### src/rtl/rand_server_if.sv
// Handshake bundle between the random-number server and its requesters.
// The limit field exists only when RAND_SRV_RANGE_EN is defined.
interface rand_server_if #(
  parameter int NREQ = 4
);
  logic [NREQ-1:0] req;
  logic            seed_load;
  logic [7:0]      seed;
  logic            rnd_valid;
  logic [NREQ-1:0] grant;
  logic [7:0]      rnd_data;
  logic            busy;
`ifdef RAND_SRV_RANGE_EN
  logic [7:0]      limit;

  modport master (
    output req, seed_load, seed, limit,
    input  rnd_valid, grant, rnd_data, busy
  );
  modport slave (
    input  req, seed_load, seed, limit,
    output rnd_valid, grant, rnd_data, busy
  );
`else
  modport master (
    output req, seed_load, seed,
    input  rnd_valid, grant, rnd_data, busy
  );
  modport slave (
    input  req, seed_load, seed,
    output rnd_valid, grant, rnd_data, busy
  );
`endif
endinterface

### src/rtl/rand_server.sv
// Shared 8-bit LFSR random server with round-robin request/grant and a minimum
// shift gap between draws. Define RAND_SRV_RANGE_EN to add range-limited draws.
module rand_server #(
  parameter int NREQ   = 4,
  parameter int SHIFTS = 8
) (
  input  logic         clock,
  input  logic         reset,
  rand_server_if.slave bus
);

  localparam int PW = (NREQ > 1) ? $clog2(NREQ) : 1;
  localparam logic [3:0] GAP_MAX = 4'(SHIFTS);

  localparam logic [1:0] ST_IDLE    = 2'd0;
  localparam logic [1:0] ST_WAIT    = 2'd1;
  localparam logic [1:0] ST_DELIVER = 2'd2;

  logic [1:0]      r_state;
  logic [7:0]      r_s;
  logic [3:0]      r_gap;
  logic [PW-1:0]   r_ptr;
  logic [PW-1:0]   r_win;
  logic            r_rnd_valid;
  logic [NREQ-1:0] r_grant;
  logic [7:0]      r_rnd_data;

  logic [7:0]      w_s_step;
  logic [PW-1:0]   w_pick;
  logic            w_found;
  logic [7:0]      w_draw;
  logic            w_accept;

  assign w_s_step = {r_s[6:0], r_s[7] ^ r_s[5] ^ r_s[4] ^ r_s[3]};

  // First requester at or after the pointer, wrapping modulo NREQ.
  always_comb begin
    w_pick  = '0;
    w_found = 1'b0;
    for (int unsigned i = 0; i < NREQ; i++) begin
      if (!w_found && bus.req[PW'((32'(r_ptr) + i) % NREQ)]) begin
        w_found = 1'b1;
        w_pick  = PW'((32'(r_ptr) + i) % NREQ);
      end
    end
  end

`ifdef RAND_SRV_RANGE_EN
  logic [7:0] w_lim_m1;
  logic [7:0] w_sm1;
  logic [7:0] w_sm2;
  logic [7:0] w_mask;
  logic [7:0] w_masked;

  // Smear limit-1 rightwards to get the smallest all-ones mask covering it.
  always_comb begin
    w_lim_m1 = bus.limit - 8'd1;
    w_sm1    = w_lim_m1 | (w_lim_m1 >> 1);
    w_sm2    = w_sm1 | (w_sm1 >> 2);
    w_mask   = w_sm2 | (w_sm2 >> 4);
    w_masked = r_s & w_mask;
    if (bus.limit == 8'd0) begin
      w_draw   = r_s;
      w_accept = 1'b1;
    end else begin
      w_draw   = w_masked;
      w_accept = (w_masked < bus.limit);
    end
  end
`else
  always_comb begin
    w_draw   = r_s;
    w_accept = 1'b1;
  end
`endif

  always_ff @(posedge clock or posedge reset) begin
    if (reset) begin
      r_s <= 8'hFF;
    end else if (bus.seed_load) begin
      r_s <= (bus.seed == 8'd0) ? 8'hFF : bus.seed;
    end else begin
      r_s <= w_s_step;
    end
  end

  always_ff @(posedge clock or posedge reset) begin
    if (reset) begin
      r_gap <= '0;
    end else if (r_state == ST_DELIVER) begin
      r_gap <= '0;
    end else if (r_gap < GAP_MAX) begin
      r_gap <= r_gap + 4'd1;
    end
  end

  always_ff @(posedge clock or posedge reset) begin
    if (reset) begin
      r_state     <= ST_IDLE;
      r_ptr       <= '0;
      r_win       <= '0;
      r_rnd_valid <= 1'b0;
      r_grant     <= '0;
      r_rnd_data  <= 8'h00;
    end else begin
      case (r_state)
        ST_IDLE: begin
          if (w_found) begin
            r_win   <= w_pick;
            r_state <= ST_WAIT;
          end
        end
        ST_WAIT: begin
          if (!bus.req[r_win]) begin
            r_state <= ST_IDLE;
          end else if ((r_gap == GAP_MAX) && w_accept) begin
            r_rnd_data  <= w_draw;
            r_grant     <= NREQ'(1) << r_win;
            r_rnd_valid <= 1'b1;
            r_state     <= ST_DELIVER;
          end
        end
        ST_DELIVER: begin
          r_rnd_valid <= 1'b0;
          r_grant     <= '0;
          r_ptr       <= (r_win == PW'(NREQ - 1)) ? '0 : r_win + 1'b1;
          r_state     <= ST_IDLE;
        end
        default: begin
          r_state <= ST_IDLE;
        end
      endcase
    end
  end

  assign bus.rnd_valid = r_rnd_valid;
  assign bus.grant     = r_grant;
  assign bus.rnd_data  = r_rnd_data;
  assign bus.busy      = (r_state != ST_IDLE);

endmodule

### src/flat_wrapper.sv
// flat-port wrapper written by rule: the top's interface ports become plain ports
module rand_server_flat 
#(
  parameter int NREQ   = 4,
  parameter int SHIFTS = 8
)
  (clock, reset, bus_req, bus_seed_load, bus_seed, bus_rnd_valid, bus_grant, bus_rnd_data, bus_busy);
  rand_server_if #(.NREQ(NREQ)) bus_i ();
  input  logic clock;
  input  logic reset;
  input wire logic [$bits(bus_i.req)-1:0] bus_req;
  input wire logic [$bits(bus_i.seed_load)-1:0] bus_seed_load;
  input wire logic [$bits(bus_i.seed)-1:0] bus_seed;
  output wire logic [$bits(bus_i.rnd_valid)-1:0] bus_rnd_valid;
  output wire logic [$bits(bus_i.grant)-1:0] bus_grant;
  output wire logic [$bits(bus_i.rnd_data)-1:0] bus_rnd_data;
  output wire logic [$bits(bus_i.busy)-1:0] bus_busy;
  assign bus_i.req = bus_req;
  assign bus_i.seed_load = bus_seed_load;
  assign bus_i.seed = bus_seed;
  assign bus_rnd_valid = bus_i.rnd_valid;
  assign bus_grant = bus_i.grant;
  assign bus_rnd_data = bus_i.rnd_data;
  assign bus_busy = bus_i.busy;
  rand_server #(.NREQ(NREQ), .SHIFTS(SHIFTS)) u_core (.clock(clock), .reset(reset), .bus(bus_i));
endmodule
### config.mk
export PLATFORM = sky130hd
export DESIGN_NAME = rand_server_flat
export DESIGN_NICKNAME = d
export VERILOG_FILES = /design/src/rtl/rand_server_if.sv /design/src/rtl/rand_server.sv /design/src/flat_wrapper.sv
export SDC_FILE = /design/constraint.sdc
export NUM_CORES = 1
export LEC_CHECK = 0
export BUFFER_PORTS_ARGS = -buffer_cell sky130_fd_sc_hd__buf_2
export CAP_MARGIN = 20
export CORE_MARGIN = 3
export CORE_UTILIZATION = 45
export DETAILED_ROUTE_END_ITERATION = 7
export PLACE_DENSITY = 0.71
export SLEW_MARGIN = 20
export SYNTH_ARGS = -nofsm -noshare
export SYNTH_HDL_FRONTEND = slang
export SYNTH_SLANG_ARGS = --single-unit
### constraint.sdc
create_clock -name clock -period 3.85 [get_ports clock]
set_input_delay 0.77 -clock clock [delete_from_list [all_inputs] [get_ports clock]]
set_output_delay 0.77 -clock clock [all_outputs]
set_load 0.03 [all_outputs]
=== Word-level counts from Yosys, hierarchy flattened ===
Cells that the tools add are included.

* Shift-type cells: 1
* $add $sub $neg: 5
* Reductions and logical operators: 15
* Order comparisons: 6
* Muxes and demuxes: 33
* Equality and inequality tests: 8
* Bitwise gates (word level): 3

{| class="wikitable"
|+ Operators with widths
! kind !! count
|-
| 2-to-1 mux 2 bit || 8
|-
| 2-to-1 mux 4 bit || 4
|-
| 2-to-1 mux 8 bit || 2
|-
| less-than comparator 2 x 3 -> 1 bit (second input constant) || 5
|-
| 2-to-1 mux 1 bit || 11
|-
| binary-select mux 1 bit (select 2 bit) || 5
|-
| zero test 8 bit || 1
|-
| case mux 4 bit (2 select lines) || 1
|-
| inequality test 2 x 1 -> 1 bit (second input constant) || 3
|-
| AND reduction 3 bit || 2
|-
| nonzero test 2 bit || 3
|-
| adder 2 x 1 -> 2 bit (second input constant) || 2
|-
| adder 2 bit (second input constant) || 2
|-
| adder 4 x 1 -> 4 bit (second input constant) || 1
|-
| == test 2 bit (second input constant) || 2
|-
| == test 4 bit (second input constant) || 1
|-
| less-than comparator 4 bit (second input constant) || 1
|-
| case mux 2 bit (2 select lines) || 1
|-
| AND reduction 2 bit || 2
|-
| << shifter 1 x 2 -> 4 bit (first input constant) || 1
|-
| logical AND 1 bit || 3
|-
| zero test 1 bit || 3
|-
| inequality test 3 bit (second input constant) || 1
|-
| XOR 1 bit || 3
|-
| other kinds (3) || 3
|}

* Word-level logic and storage cells: 79
* Flip-flop bits (word level): 31
* Bits of input ports: 15
* Output and inout bits: 14

=== Depth between registers and ports, before layout ===
Gate-level depths: netlist of run 1.

* Depth after elaboration: 14
* Mapped depth: 6
* Gate-level depth less buffers: 5

=== Least setup slack after synthesis of run 1 ===
Ideal clock, no wire load.

* Path kind: input-to-reg
* Start: input port bus_req[3]
* End: register u_core.r_state[0]
* Data arrival time: 1.794 ns
* Slack: 1.929 ns
* Path buffers: 0
* Setup time: 0.128 ns
* Data required time: 3.722 ns
* Cell stages on the path: 3
* Cells stage by stage: mux4_2 -> a32oi_1 -> mux2_1

* Word-level cells in the longest chain between the ends: 14
* Elaborated cells between the ends (all ways): 25
* Classes of those cells: eq/ne: 2; mux: 16; reduce/logical: 7

{| class="wikitable"
|+ Ends and longest elaborated chain
! element !! line !! text
|-
| from (decl) || flat_wrapper.sv:11 || <nowiki>input wire logic [$bits(bus_i.req)-1:0] bus_req;</nowiki>
|-
| binary-select mux 1 bit (select 2 bit) || rand_server.sv:41 || <nowiki>if (!w_found && bus.req[PW'((32'(r_ptr) + i) % NREQ)]) begin</nowiki>
|-
| 2-to-1 mux 1 bit (implied by the code) || rand_server.sv:41 ||
|-
| 2-to-1 mux 1 bit || rand_server.sv:41 ||
|-
| zero test 1 bit || rand_server.sv:41 ||
|-
| logical AND 1 bit || rand_server.sv:41 ||
|-
| 2-to-1 mux 1 bit || rand_server.sv:41 ||
|-
| zero test 1 bit || rand_server.sv:41 ||
|-
| logical AND 1 bit || rand_server.sv:41 ||
|-
| 2-to-1 mux 1 bit || rand_server.sv:41 ||
|-
| zero test 1 bit || rand_server.sv:41 ||
|-
| logical AND 1 bit || rand_server.sv:41 ||
|-
| 2-to-1 mux 1 bit || rand_server.sv:41 ||
|-
| inequality test 2 x 1 -> 1 bit (no source line) || - ||
|-
| AND reduction 2 bit (no source line) || - ||
|-
| to (signal assigned) || rand_server.sv:99 || <nowiki>r_state <= ST_IDLE;</nowiki>
|-
| to (signal assigned) || rand_server.sv:110 || <nowiki>r_state <= ST_WAIT;</nowiki>
|-
| to (signal assigned) || rand_server.sv:115 || <nowiki>r_state <= ST_IDLE;</nowiki>
|-
| to (decl) || rand_server.sv:19 || <nowiki>logic [1:0] r_state;</nowiki>
|}

Several ways; a longest one is shown, not always the timed one. The select of a mux whose other input is x is not followed.
A chain may end at the register's enable or synchronous reset.

=== Worst setup path after layout of run 1 ===
* Start: register u_core.r_state[0]
* End: output port bus_busy

* Word-level cells in the longest chain between the ends: 1

{| class="wikitable"
|+ Ends and longest elaborated chain
! element !! line !! text
|-
| nonzero test 2 bit || rand_server.sv:139 || <nowiki>assign bus.busy = (r_state != ST_IDLE);</nowiki>
|-
| to (decl) || flat_wrapper.sv:17 || <nowiki>output wire logic [$bits(bus_i.busy)-1:0] bus_busy;</nowiki>
|}

No other way between the ends.

==> results.py, run 1 <==
metrics = {
    "run_status": {
        "outcome": "finished clean",
    },
    "routing": {
        "drt-initial-drc-count": 82,
        "routed_wl_um": 3232,
        "vias": 1230,
        "drc_errors": 0,
        "first_pass_iters": 5,
        "routedWlPerCell_um": 14.56,
        "postRouteAntennaNets": 0,
        "vias_per_cell": 5.541,
    },
    "cells_and_area": {
        "layout_common_cells": "28 x buf_2, 23 x dfrtp_1, 10 x mux2_2, 10 x ha_1",
        "num-nets-final": 200,
        "drive_gt1_frac": 0.3295,
        "num_antenna_cells": 0,
        "fin_cells": 222,
        "final_core_util": 0.5674,
        "layout_commonest_cell": "buf_2",
        "syn2layout_area_growth_pct": 17.72,
        "design_area_um2": 1953,
    },
    "clock_tree": {
        "clock_path_buffers": 2,
        "clkSlewWorstSetupHoldPaths_ps": 70,
        "clk_latency_ps": 280,
        "cts_tree": "done",
        "cts_resized": 0,
        "cts_setup_buffers": 0,
        "clkSinkCount": 31,
        "ctsRootBufferMaster": "clkbuf_8",
        "htree_num_levels": 2,
        "postCtsHoldBufs": 0,
        "cts_buffers": 5,
    },
    "sta": {
        "rsz0062_at_grt": "no",
        "setup_viol": 0,
        "max_slew_margin": 0.5858,
        "clock.fmax_ghz": 0.4876,
        "setup-tns-final_ps": 0,
        "fin_crit_sh": 0.5327,
        "final.min_clock_period_ps": 2051,
        "worst_pin_slew_ps": 620.4,
        "final_max_slew_viol_count": 0,
        "final-hold-violation-count": 0,
        "fin_skew_ps": 5.617,
        "fin_ws_ps": 1799,
    },
    "place": {
        "gp_congestion": 0.7078,
        "place_inst": 214,
        "place.detailed.hpwl_um": 2466,
        "placed_area_um2": 1836,
        "port_buffers": 28,
        "preCtsSetupSlack_ps": 1570,
    },
    "setup_path": {
        "cp.arrival_ps": 1280,
        "slowest_stage": "dfrtp_1",
        "start_kind": "register",
        "crit_buf_inv": 3,
        "critPathMaxFanout": 4,
        "cpPeakStageDelay_ps": 400,
        "endpoint_kind": "primary output",
        "cp_top_family": "flip-flops",
        "cpMostUsedCell": "inv_1",
        "crit_required_ps": 3080,
        "crit_path_cell_trace": "inv_1 > ha_1 > inv_1 > buf_2",
        "worst-setup-path-type": "reg2out",
    },
    "pwr": {
        "ir_worst_vdd_v": 0.0004055,
        "cellLeakagePower_nw": 0.8731,
        "power_density_nw_per_um2": 851.8,
    },
    "job": {
        "maxCapViolations": 0,
    },
    "global_route": {
        "antenna_found_initial": 0,
        "grt_overflow": 0,
        "grt_pass1_wl_um": 5582,
        "grt_util_all_layers": 0.1690,
        "first_global_vias": 1285,
        "grt_max_degree": 32,
    },
    "synth": {
        "synthArstFlopShare": 1.000,
        "syn_avg_cell_area_um2": 11.44,
        "synth_compound_area_frac": 0.1259,
        "synthFlopType": "dfrtp_1",
        "synth_edf_count": 0,
        "netlist_area_um2": 1659,
        "ys_seq_area_frac": 0.4736,
        "synth_fa_ha_area_frac": 0.07541,
        "synth_cell_types": 37,
        "synth_top_family_by_area": "simple AND/OR/NAND/NOR gates",
        "synth-xor-area-share": 0.02640,
        "synth-seq-cells": 31,
        "synthMuxAreaShare": 0.09427,
        "synth_fp_nets": 170,
        "syn_inst": 145,
        "yosys.area_share.simple": 0.1712,
        "yosysWarnings": 0,
    },
    "floorplan": {
        "start_util": 0.4820,
        "ios": 29,
        "die_w_um": 66.72,
        "die_h_um": 66.72,
        "num_rows": 21,
        "dieArea_um2": 4452,
        "fp.coreArea_um2": 3442,
    },
    "worst_hold_path": {
        "hp-class": "reg2reg",
    },
}
[synthesized netlist by cell type, drive strengths merged (2+ instances only)]
cell type / count / area share
or4: 2 / 0.0090
clkbuf: 3 / 0.0068
o41ai: 3 / 0.016
buf: 2 / 0.0060
xor2: 2 / 0.011
inv: 9 / 0.020
nor2b: 7 / 0.026
o21a: 2 / 0.0090
nand2b: 7 / 0.026
a222oi: 4 / 0.024
nand3: 6 / 0.021
dfstp: 8 / 0.13
and3b: 3 / 0.016
and2: 5 / 0.019
dfrtp: 23 / 0.35
ha: 10 / 0.075
nand4: 4 / 0.015
nand2: 2 / 0.0045
a21oi: 2 / 0.0060
o22a: 8 / 0.042
nor2: 7 / 0.016
mux2: 11 / 0.075
xnor2: 3 / 0.016
[cells by family after synthesis]
kind of cell | after synthesis
adder cells (fa/ha/maj) | 10
flip-flops | 31
AO/OA/AOI/OAI | 25
multiplexers | 13
AND/OR/NAND/NOR | 47
XOR/XNOR | 5
buffers and inverters | 14
[path summary, 6_finish.rpt]
kind,startpoint,end,slack [ps],cells after the start
setup reg to reg,u_core.r_win[0],u_core.bus.rnd_data[3],1980,3
hold / removal,u_core.bus.rnd_data[5],u_core.bus.rnd_data[5],510,1
setup / recovery,u_core.r_state[0],bus_busy,1800,4
max in group asynchronous,reset,u_core.bus.rnd_data[2],2880,2
min in group asynchronous,reset,u_core.r_gap[2],560,2
hold reg to reg,u_core.bus.rnd_data[5],u_core.bus.rnd_data[5],510,1
[flip-flops by register name, indices dropped and copies added (netlist names)]
name,count
u_core.bus.grant,4
u_core.bus.rnd_data,8
u_core.bus.rnd_valid,1
u_core.r_gap,4
u_core.r_ptr,2
u_core.r_s,8
u_core.r_state,2
u_core.r_win,2
[per-layer routing]
metal	GRT usage	share of wire	vias up
met5	0	0	-
met4	0.06853	0.018	0
met3	0.06577	0.058	7
met2	0.3007	0.51	35
met1	0.1761	0.41	597
li1	-	-	591
[layout make-up]
cell class	instances	area (µm²)
Multi-Input combinational cell	100	818.3
Fill cell	297	1489
Clock buffer	6	82.58
Tap cell	46	57.56
Timing Repair Buffer	28	140.1
Sequential cell	31	785.8
Clock inverter	2	35.03
Inverter	9	33.78
[power breakdown]
| group | leakage (nW) | internal, mW | switching, mW |
|---|---|---|---|
| clock network | 0.0612 | 0.209 | 0.120 |
| registers | 0.355 | 0.463 | 0.105 |
| logic | 0.457 | 0.316 | 0.451 |
| total | 0.873 | 0.988 | 0.676 |
[per-stage QoR]
stage | power [mW] | hold WS, ps
after floorplan | 1.147 | 487.5
after CTS | 1.684 | 511.8
after global routing | 1.791 | 536.8
after global placement | 1.306 | 488.6
after detailed placement | 1.345 | 496.7
final | 1.664 | 509.6
(Power assumes the default switching activity.)
==> inputs of run 2 (changes only) <==
- PLACE_DENSITY: 0.71 -> 0.74
- clock period: 3.85 -> 1.7 ns (I/O delays scaled with it)
==> run 2 against run 1 <==
Power rose by 120%. Clock-buffer cell count did not move. Clock power is 72% higher. Critical endpoint is now u_core.r_state[0]. Highest routed layer unchanged.
==> results.py, run 2 (synthesized netlist as in run 1, its figures left out) <==
metrics = {
    "run_status": {
        "outcome": "finished clean",
    },
    "floorplan": {
        "start_util": 0.4820,
        "die_w_um": 66.72,
        "die_h_um": 66.72,
        "ios": 29,
        "dieArea_um2": 4452,
        "num_rows": 21,
        "fp.coreArea_um2": 3442,
    },
    "sta": {
        "fin_crit_sh": 0.9716,
        "final_max_slew_viol_count": 0,
        "worst_pin_slew_ps": 488.1,
        "final.min_clock_period_ps": 1652,
        "final-hold-violation-count": 0,
        "fin_ws_ps": 48.20,
        "setup_viol": 0,
        "clock.fmax_ghz": 0.6054,
        "fin_skew_ps": 3.874,
        "rsz0062_at_grt": "yes",
        "max_slew_margin": 0.6703,
        "whs_ps": 126.8,
    },
    "setup_path": {
        "critPathMaxFanout": 4,
        "cp.arrival_ps": 1810,
        "startpoint": "u_core.r_win[0]",
        "start_kind": "register",
        "endpoint_kind": "register",
        "crit_required_ps": 1860,
        "worst-setup-path-type": "reg2reg",
        "crit-reg2reg-launch": "u_core.r_win[0]",
    },
    "place": {
        "port_buffers": 28,
        "preCtsSetupSlack_ps": 9.782,
        "place.detailed.hpwl_um": 2528,
        "gp_congestion": 0.8251,
    },
    "job": {
        "maxCapViolations": 0,
    },
    "global_route": {
        "grt_util_all_layers": 0.1692,
        "grt_overflow": 0,
        "grt_max_degree": 32,
        "antenna_found_initial": 0,
        "first_global_vias": 1292,
        "grt_pass1_wl_um": 5678,
    },
    "pwr": {
        "power_mw": 3.696,
        "cellLeakagePower_nw": 0.9068,
        "power_density_nw_per_um2": 1845,
        "ir_worst_vdd_v": 0.0008127,
    },
    "cells_and_area": {
        "fillers": 305,
        "layout_common_cells": "28 x buf_2, 23 x dfrtp_1, 10 x mux2_2, 10 x buf_4, 9 x inv_1",
        "final_core_util": 0.5820,
        "layout_commonest_cell": "buf_2",
        "syn2layout_area_growth_pct": 20.74,
        "multi_input_area_um2": 823.3,
        "num-nets-final": 210,
        "seq_area_um2": 785.8,
        "num_antenna_cells": 0,
        "drive_gt1_frac": 0.3676,
    },
    "clock_tree": {
        "ctsRootBufferMaster": "clkbuf_8",
        "clk_latency_ps": 270,
        "cts_tree": "done",
        "clkSlewWorstSetupHoldPaths_ps": 60,
        "postCtsHoldBufs": 0,
        "htree_num_levels": 2,
        "clkSinkCount": 31,
        "clock_path_buffers": 2,
        "cts_buffers": 5,
    },
    "routing": {
        "postRouteAntennaNets": 0,
        "drc_errors": 0,
        "vias_per_cell": 5.511,
        "drt-initial-drc-count": 68,
        "vias": 1273,
        "first_pass_iters": 4,
        "routedWlPerCell_um": 14.32,
        "routed_wl_um": 3307,
    },
    "worst_hold_path": {
        "hp-class": "in2async",
    },
}
run 2: changes by cell type in the layout (fill, tap and decap cells not counted), sizes merged:
cell,previous run,this run
buf,28,38
bufinv,1,0
run 2: final timing paths:
check | endpoint | slack, ps | cells after the start
setup reg to reg | u_core.r_state[0] | 50 | 3
min in group clock | u_core.r_s[2] | 290 | 2
max in group asynchronous | u_core.r_s[5] | 1260 | 3
hold reg to reg | u_core.bus.rnd_data[5] | 510 | 1
setup / recovery | u_core.r_state[0] | 50 | 3
hold / removal | u_core.r_gap[2] | 130 | 3
run 2: layout make-up:
type,instances,area share
repair buffers,38,0.1074
flip-flops and latches,31,0.3923
multi-input cells,100,0.4110
clock buffers,6,0.04122
inverters,9,0.01686
well taps,46,0.02873
clock inverters,1,0.002498
run 2: critical path: stages, from the launching register on:
cell and delay [ps]:
dfrtp_1 370, mux4_2 560, a32oi_1 260, mux2_1 340
run 2: power breakdown:
part           internal [mW]  switching (mW)  total (mW)
clock network          0.317           0.249       0.566
logic                  0.796            1.06        1.85
registers               1.05           0.229        1.28
total                   2.16            1.53        3.70
run 2: metrics by stage:
step / instance area, µm² / setup TNS, ps / instances
6_report: 2003 / 0 / 231
5_1_grt: 2003 / -2.293 / 231
3_3_place_gp: 1911 / 0 / 224
3_5_place_dp: 1911 / 0 / 224
4_1_cts: 1998 / 0 / 231
2_1_floorplan: 1659 / 0 / 145
run 2: timing repair:
action,4_1_cts,5_1_grt
resized for setup,0,2
setup endpoints to repair,0,11
hold endpoints to repair,0,0
buffers inserted,0,0
run 2: layer usage:
metal,global-route usage,vias up,part of all wire
met5,0,-,0
met4,0.06091,0,0.0088
met3,0.05396,6,0.059
met2,0.3082,35,0.52
met1,0.1807,625,0.41
li1,-,607,-
